$ cat src/rtl/pipe_hazard_ctrl.sv
// Hazard and sequencing controller for the 5-stage RV32 pipeline: drives p_ctrl of every pipeline register plus PC hold.
// Optional performance counters are enabled with `define PIPE_HAZARD_CTRL_PERF_EN.
module pipe_hazard_ctrl #(
   parameter int XLEN        = 32,
   parameter int MEM_TIMEOUT = 255,
   parameter int CNT_W       = 32
) (
   input  logic             clock,
   input  logic             reset_n,
   input  logic [4:0]       id_rs1,
   input  logic [4:0]       id_rs2,
   input  logic             id_use_rs1,
   input  logic             id_use_rs2,
   input  logic [4:0]       ex_rd,
   input  logic             ex_mem_read,
   input  logic             ex_redirect,
   input  logic             imem_ready,
   input  logic             dmem_req,
   input  logic             dmem_ready,
   output logic             pc_hold,
   output logic [1:0]       if_id_ctrl,
   output logic [1:0]       id_ex_ctrl,
   output logic [1:0]       ex_mem_ctrl,
   output logic [1:0]       mem_wb_ctrl,
   output logic             mem_fault,
   output logic [CNT_W-1:0] perf_stall_cnt,
   output logic [CNT_W-1:0] perf_flush_cnt,
   output logic [1:0]       fsm_state
);

   if (MEM_TIMEOUT < 1 || MEM_TIMEOUT > 65535 || CNT_W < 1 || CNT_W > 2 * XLEN) begin : g_param_check
      $error("pipe_hazard_ctrl: illegal MEM_TIMEOUT or CNT_W");
   end

   // p_ctrl encoding: [0] hold, [1] flush-to-zero
   localparam logic [1:0] C_PASS  = 2'b00;
   localparam logic [1:0] C_HOLD  = 2'b01;
   localparam logic [1:0] C_FLUSH = 2'b10;
   localparam logic [15:0] TIMEOUT = 16'(MEM_TIMEOUT);

   typedef enum logic [1:0] {
      RST   = 2'd0,
      RUN   = 2'd1,
      MWAIT = 2'd2
   } state_t;

   state_t      state_q, state_d;
   logic [15:0] wait_cnt;
   logic        mstall, mem_hold, mwait_done, timeout, load_use, redir_sel;

   assign mstall = dmem_req & ~dmem_ready;

   // wait_cnt holds the number of cycles elapsed since the first stalled cycle
   assign timeout    = (state_q == MWAIT) & ~dmem_ready & (wait_cnt == TIMEOUT);
   assign mwait_done = dmem_ready | timeout;
   assign mem_hold   = ((state_q == RUN) & mstall) | ((state_q == MWAIT) & ~dmem_ready);

   assign load_use = ex_mem_read & (ex_rd != 5'd0) &
                     ((id_use_rs1 & (id_rs1 == ex_rd)) | (id_use_rs2 & (id_rs2 == ex_rd)));

   always_ff @(posedge clock) begin
      if (!reset_n) begin
         state_q  <= RST;
         wait_cnt <= 16'd0;
      end else begin
         state_q <= state_d;
         if (state_q == RUN && mstall)
            wait_cnt <= 16'd1;
         else if (state_q == MWAIT && !mwait_done)
            wait_cnt <= wait_cnt + 16'd1;
      end
   end

   always_comb begin
      state_d = state_q;
      case (state_q)
         RST:     state_d = RUN;
         RUN:     if (mstall) state_d = MWAIT;
         MWAIT:   if (mwait_done) state_d = RUN;
         default: state_d = RST;
      endcase
   end

   always_comb begin
      pc_hold     = 1'b0;
      if_id_ctrl  = C_PASS;
      id_ex_ctrl  = C_PASS;
      ex_mem_ctrl = C_PASS;
      mem_wb_ctrl = C_PASS;
      mem_fault   = 1'b0;
      redir_sel   = 1'b0;
      if (state_q == RST) begin
         pc_hold     = 1'b1;
         if_id_ctrl  = C_FLUSH;
         id_ex_ctrl  = C_FLUSH;
         ex_mem_ctrl = C_FLUSH;
         mem_wb_ctrl = C_FLUSH;
      end else if (mem_hold) begin
         // the timeout cycle keeps the stall pattern; mem_wb flush drops the faulting access
         pc_hold     = 1'b1;
         if_id_ctrl  = C_HOLD;
         id_ex_ctrl  = C_HOLD;
         ex_mem_ctrl = C_HOLD;
         mem_wb_ctrl = C_FLUSH;
         mem_fault   = timeout;
      end else if (ex_redirect) begin
         redir_sel  = 1'b1;
         if_id_ctrl = C_FLUSH;
         id_ex_ctrl = C_FLUSH;
      end else if (load_use) begin
         pc_hold    = 1'b1;
         if_id_ctrl = C_HOLD;
         id_ex_ctrl = C_FLUSH;
      end else if (!imem_ready) begin
         pc_hold    = 1'b1;
         if_id_ctrl = C_FLUSH;
      end
   end

   assign fsm_state = state_q;

`ifdef PIPE_HAZARD_CTRL_PERF_EN
   localparam logic [CNT_W-1:0] CNT_ONE = CNT_W'(1);
   logic [CNT_W-1:0] stall_q, flush_q;

   always_ff @(posedge clock) begin
      if (!reset_n) begin
         stall_q <= '0;
         flush_q <= '0;
      end else begin
         if (pc_hold && state_q != RST) stall_q <= stall_q + CNT_ONE;
         if (redir_sel) flush_q <= flush_q + CNT_ONE;
      end
   end

   assign perf_stall_cnt = stall_q;
   assign perf_flush_cnt = flush_q;
`else
   assign perf_stall_cnt = '0;
   assign perf_flush_cnt = '0;
`endif

endmodule

$ cat config.mk
export PLATFORM = sky130hd
export DESIGN_NAME = pipe_hazard_ctrl
export DESIGN_NICKNAME = d
export VERILOG_FILES = /design/src/rtl/pipe_hazard_ctrl.sv
export SDC_FILE = /design/constraint.sdc
export NUM_CORES = 1
export LEC_CHECK = 0
export CAP_MARGIN = 20
export CORE_ASPECT_RATIO = 1.2
export CORE_MARGIN = 1
export CORE_UTILIZATION = 34
export DETAILED_ROUTE_END_ITERATION = 16
export GPL_ROUTABILITY_DRIVEN = 0
export PLACE_DENSITY = 0.85
export SLEW_MARGIN = 15
export SYNTH_ARGS = -nofsm -noshare
export SYNTH_HDL_FRONTEND = slang
export SYNTH_SLANG_ARGS = --single-unit
export TNS_END_PERCENT = 10
$ cat constraint.sdc
create_clock -name clock -period 1.7 [get_ports clock]
set_input_delay 0.34 -clock clock [delete_from_list [all_inputs] [get_ports clock]]
set_output_delay 0.34 -clock clock [all_outputs]
set_load 0.05 [all_outputs]
==> flow_summary.yaml, run 1 <==
sta:
  hold_viol_final: 0
  finClkSkew_ns: 0.00680
  fmaxAchievable_mhz: 475
  fin_crit_sh_pct: 124
  maxSlewViolCount: 0
  fin_crit_ns: 2.11
  rsz0062_at_grt: "yes"
  setup_viol: 15
  fin_ws_ns: -0.406
floorplan:
  core-area_um2: 4560
  initial_core_util_pct: 35.2
  dieArea_um2: 5000
  die_w_um: 64.7
  die_y_um: 77.2
  rows: 27
  io_pins: 100
final_layout:
  layout.nets: 294
  seq_area_um2: 368
  final_cell_mix: "conb_1, buf_4, nor2_1"
  final_layout_size_suffix_gt1_share_pct: 31.7
  multi_input_comb_area_um2: 1100
  synthToLayoutAreaGrowth_pct: 44.1
  n_antenna_cell: 0
  fillers: 438
  final_common_cell: "conb_1"
cts:
  clk_latency_ns: 0.26
  cts.clk_slew.worst_paths_ns: 0.07
  htreeDepth: 1
  clock_sinks: 18
  clockBufferDepth: 2
  cts_made_buffers: 3
  cts_hold_buf: 0
  cts_root_buf: "clkbuf_8"
  cts_tree: "built"
drt:
  wirelength_um: 3550
  viasPerCell: 4.33
  remaining_drc_errors: 0
  wire_per_inst_um: 10.9
  postRouteAntennaNets: 0
  drtIter0Drc: 17
  first_pass_iters: 5
  num_vias: 1410
run:
  cap_violations: 0
worst_setup_path:
  regToRegSetupSlack_ns: -0.15
  crit_path_end_kind: "primary output"
  critPathLaunch: "fsm_state[0]"
  critPathLaunchType: "flip-flop"
  crit_type: "reg -> out"
  r2r_start: "fsm_state[0]"
  crit_arrival_ns: 1.77
  cp_max_fo: 4
  cp.required_ns: 1.36
status:
  failed_checks: "setup timing"
  status: "finished with violations"
synthesis:
  synth-main-ff-cell: "dfxtp_1"
  synth-edff-count: 0
  synth_cell_types: 38
  syn_inst: 199
  synth_warnings: 0
  syn_area_um2: 1600
  ys_async_sr_fraction_pct: 0
  ys_seq_area_share_pct: 22.5
  avgSynthCellArea_um2: 8.06
  ys_seq_elements: 18
grt:
  first_global_vias: 1257
  grt_first_pass_wirelength_um: 5240
  grt_usage_pct: 13.5
  grt_max_degree: 16
  grt_antenna_before_repair: 0
  gr-total-overflow: 0
power_and_ir_drop:
  power.density_nw_per_um2: 608
  total_power_mw: 1.41
  power.leakage_nw: 1.14
  ir_worst_vdd_uv: 378
place:
  dpl.hpwl_um: 2600
  port_buffers: 34
  post-place-ws_ns: -0.742
worst_hold_path:
  min_path_type: "reg -> reg"
  min_from: "fsm_state[1]"
==> path summary, 6_finish.rpt <==
| path | to | depth (start not counted) |
|---|---|---|
| worst max-delay path | id_ex_ctrl[1] | 7 |
| worst min-delay path | fsm_state[0] | 1 |
| worst min register to register | fsm_state[0] | 1 |
| worst max register to register | wait_cnt[14] | 7 |
==> kinds of logic after synthesis <==
kind of cell	share of synthesized area, %
buffers and inverters	33.2
AND/OR/NAND/NOR	20.8
XOR/XNOR	13.7
AO/OA/AOI/OAI	8.27
flip-flops	22.5
adder cells (fa/ha/maj)	0.780
other	0.234
multiplexers	0.624
==> what timing repair did <==
action	4_1_cts	5_1_grt
gates resized for setup	20	34
hold endpoints to repair	0	0
setup buffers	1	3
endpoints found under the setup margin	16	20
pin swaps	12	21
==> power breakdown <==
part           total (mW)  switching, mW  internal, mW
registers           0.428        0.00400         0.424
logic               0.661          0.478         0.183
clock network       0.317          0.155         0.161
==> worst max-delay path, cell delays in order (launching register included) <==
cell	delay (ns)
dfxtp_4	0.37
nand2_2	0.05
or2_4	0.22
a21o_1	0.20
clkinvlp_4	0.10
nor2_2	0.04
a221o_2	0.36
buf_8	0.16
==> layout make-up <==
class	count	share of cell area, %
multi-input cells	174	47.4
repair buffers	70	31.1
flip-flops and latches	18	15.9
well taps	58	3.14
clock buffers	3	1.79
inverters	2	0.487
clock inverters	1	0.162
==> cell usage after synthesis (2+ instances only) <==
library cell  count  area share, %
buf_4            67             31
nand2_1          10            2.3
o211ai_1          3            1.4
nand4_1           4            1.6
inv_1             2           0.47
dfxtp_1          18             22
and4_1            2            1.1
o21ai_0           3           0.94
a21boi_0          2           0.94
a21oi_1           2           0.62
xor2_1           12            6.6
nand3_1           5            1.6
and3_1            3            1.2
xnor2_1          13            7.1
buf_6             2            1.4
o2111ai_1         3            1.6
nor2_1           22            5.1
nor3_1            3           0.94
nor4_1            4            1.6
==> metrics by stage <==
step / hold slack, ns / instance area [um^2] / setup TNS, ns / instances / utilization (%)
finish: 0.447 / 2310 / -2.63 / 326 / 50.7
global route: 0.465 / 2310 / -3.95 / 326 / 50.7
CTS: 0.455 / 2170 / -2.47 / 323 / 47.6
detailed placement: 0.443 / 2110 / -8.98 / 318 / 46.2
global placement: 0.434 / 2110 / -7.99 / 318 / 46.2
floorplan: 0.468 / 1890 / -1.68 / 263 / -
==> registers in the layout, summed over array words and instances (netlist names) <==
register	cells
wait_cnt	16
fsm_state	2
==> layer usage <==
layer	vias to the layer above	global-route usage [%]	routed length, um
met5	-	0	0
met4	0	6.22	106
met3	11	4.32	254
met2	73	26.0	1950
met1	651	12.3	1240
li1	675	-	-
Power figures use the tool's default switching activity.
==> run 2: changes to the inputs <==
--- a/config.mk
+++ b/config.mk
@@ -6,12 +6,14 @@
 export NUM_CORES = 1
 export LEC_CHECK = 0
 export CAP_MARGIN = 20
+export CELL_PAD_IN_SITES_DETAIL_PLACEMENT = 1
+export CELL_PAD_IN_SITES_GLOBAL_PLACEMENT = 2
 export CORE_ASPECT_RATIO = 1.2
-export CORE_MARGIN = 1
-export CORE_UTILIZATION = 34
+export CORE_MARGIN = 2
+export CORE_UTILIZATION = 17
 export DETAILED_ROUTE_END_ITERATION = 16
 export GPL_ROUTABILITY_DRIVEN = 0
-export PLACE_DENSITY = 0.85
+export PLACE_DENSITY = 0.8
 export SLEW_MARGIN = 15
 export SYNTH_ARGS = -nofsm -noshare
 export SYNTH_HDL_FRONTEND = slang
==> run 2 against run 1 <==
- the run still ends with setup timing left
- non-clock buffer count grew 11
- utilization decreased by 23 points
- wire length grew 18%
- clock-buffer cell count rose by 1
- final cell count up 22%
- register-to-register slack improved by 0.15 ns
- sequential share of layout area shrank 1.2 points
- critical path type unchanged
- maximum frequency down 0.19%
- first-iteration DRC count fell by 71%
- largest power group unchanged
- sequential cell count did not move
- design area grew 8.0%
==> flow_summary.yaml, run 2 (synthesized netlist as in run 1, its figures left out) <==
drt:
  wirelength_um: 4210
  first_pass_iters: 3
  wl_met3_um: 326
  postRouteAntennaNets: 0
  wl_met2_um: 2370
  highest-signal-layer: "met4"
  wire_per_inst_um: 10.5
  m1WireLength_um: 1450
  num_vias: 1452
  drtIter0Drc: 5
  viasPerCell: 3.64
  remaining_drc_errors: 0
worst_setup_path:
  cp.required_ns: 1.36
  critPathLaunchType: "flip-flop"
  cp_cell_sequence: "or2b_1 > a21o_4 > clkinvlp_4 > nor2_1 > a221o_2 > buf_8"
  cp_max_fo: 5
  cp_slowest_cell: "dfxtp_4"
  crit_path_max_incr_delay_ns: 0.37
  crit_type: "reg -> out"
  crit_arrival_ns: 1.77
  crit_path_end_kind: "primary output"
cts:
  clock_sinks: 18
  clockBufferDepth: 2
  cts_made_buffers: 3
  cts_root_buf: "clkbuf_8"
  cts.clk_slew.worst_paths_ns: 0.07
  cts_tree: "built"
  clk_latency_ns: 0.26
  htreeDepth: 1
floorplan:
  rows: 38
  die_y_um: 110
  io_pins: 100
  dieArea_um2: 10200
  initial_core_util_pct: 17.6
  die_w_um: 92.7
  core-area_um2: 9130
power_and_ir_drop:
  ir_worst_vdd_uv: 298
  power.density_nw_per_um2: 580
  total_power_mw: 1.45
  power.leakage_nw: 1.18
final_layout:
  n_antenna_cell: 0
  fillers: 1122
  final_cell_area_um2: 2490
  final_layout_size_suffix_gt1_share_pct: 34.1
  final_common_cell: "conb_1"
  regMostFlops: "wait_cnt"
  layout.nets: 305
  utilization_pct: 27.3
  synthToLayoutAreaGrowth_pct: 55.5
  final_cell_mix: "conb_1, buf_4, nor2_1"
  largest_reg_flops: 16
run:
  cap_violations: 0
sta:
  fin_tns_setup_ns: -2.19
  setup_viol: 10
  finClkSkew_ns: 0.00162
  whs_ns: 0.542
  fin_crit_sh_pct: 124
  fin_crit_ns: 2.11
  maxSlewViolCount: 0
  fmaxAchievable_mhz: 474
  rsz0062_at_grt: "yes"
  fin_ws_ns: -0.410
  hold_viol_final: 0
grt:
  gr-total-overflow: 0
  first_global_vias: 1421
  grt_usage_pct: 7.81
  grt_max_degree: 16
  grt_first_pass_wirelength_um: 6460
  grt_antenna_before_repair: 0
place:
  dpl.hpwl_um: 3270
  port_buffers: 34
  postPlaceCellArea_um2: 2240
status:
  failed_checks: "setup timing"
  status: "finished with violations"
worst_hold_path:
  min_path_type: "reg -> reg"
run 2: changes by cell type in the layout (fill, tap and decap cells not counted), sizes merged:
cell,previous run,this run
dlymetal6s2s,11,10
clkdlybuf4s15,0,1
clkdlybuf4s50,5,6
buf,49,59
clkinv,1,0
dlygate4sd2,2,3
run 2: area by class of cell:
cell class,count,area [um^2],share of cell area (%)
Inverter,2,11.3,0.451
Tap cell,120,150,6.02
Timing Repair Buffer,81,812,32.5
Clock buffer,4,55.1,2.21
Sequential cell,18,368,14.7
Multi-Input combinational cell,174,1100,44.0
run 2: critical path: cells and delay by family (launching register included):
family                 cells  cell delay (ns)
AND/OR/NAND/NOR            2             0.30
flip-flops                 1             0.37
AO/OA/AOI/OAI              2             0.61
buffers and inverters      2             0.24
run 2: where the power goes:
part / internal (mW) / switching (mW) / leakage (nW) / total, mW
combinational: 0.185 / 0.474 / 1.00 / 0.659
sequential: 0.424 / 0.00428 / 0.147 / 0.429
clock: 0.206 / 0.154 / 0.0288 / 0.360
total: 0.815 / 0.632 / 1.18 / 1.45
run 2: per-stage QoR:
step / cells / setup WS [ns]
after detailed placement: 388 / -0.744
final: 399 / -0.410
after global placement: 388 / -0.726
after global routing: 399 / -0.461
after CTS: 395 / -0.451
after floorplan: 263 / -0.391
run 2: worst paths after layout:
kind,slack [ns],to,depth (start not counted),startpoint
worst max-delay path,-0.41,id_ex_ctrl[1],6,fsm_state[1]
worst min-delay path,0.54,wait_cnt[3],2,wait_cnt[3]
worst max register to register,0,wait_cnt[14],6,fsm_state[1]
worst min register to register,0.54,wait_cnt[3],2,wait_cnt[3]
run 2: repair_timing:
item | in CTS | in global routing
resized for setup | 28 | 28
pin swaps | 12 | 25
endpoints found under the setup margin | 21 | 22
hold buffers | 0 | 0
setup buffers | 3 | 5
cloned | 0 | 0
run 2: routing by layer:
| metal | vias to the layer above | global-route usage [%] |
|---|---|---|
| met5 | - | 0 |
| met1 | 686 | 8.04 |
| met4 | 0 | 2.35 |
| li1 | 698 | - |
| met3 | 5 | 2.32 |
| met2 | 63 | 14.9 |
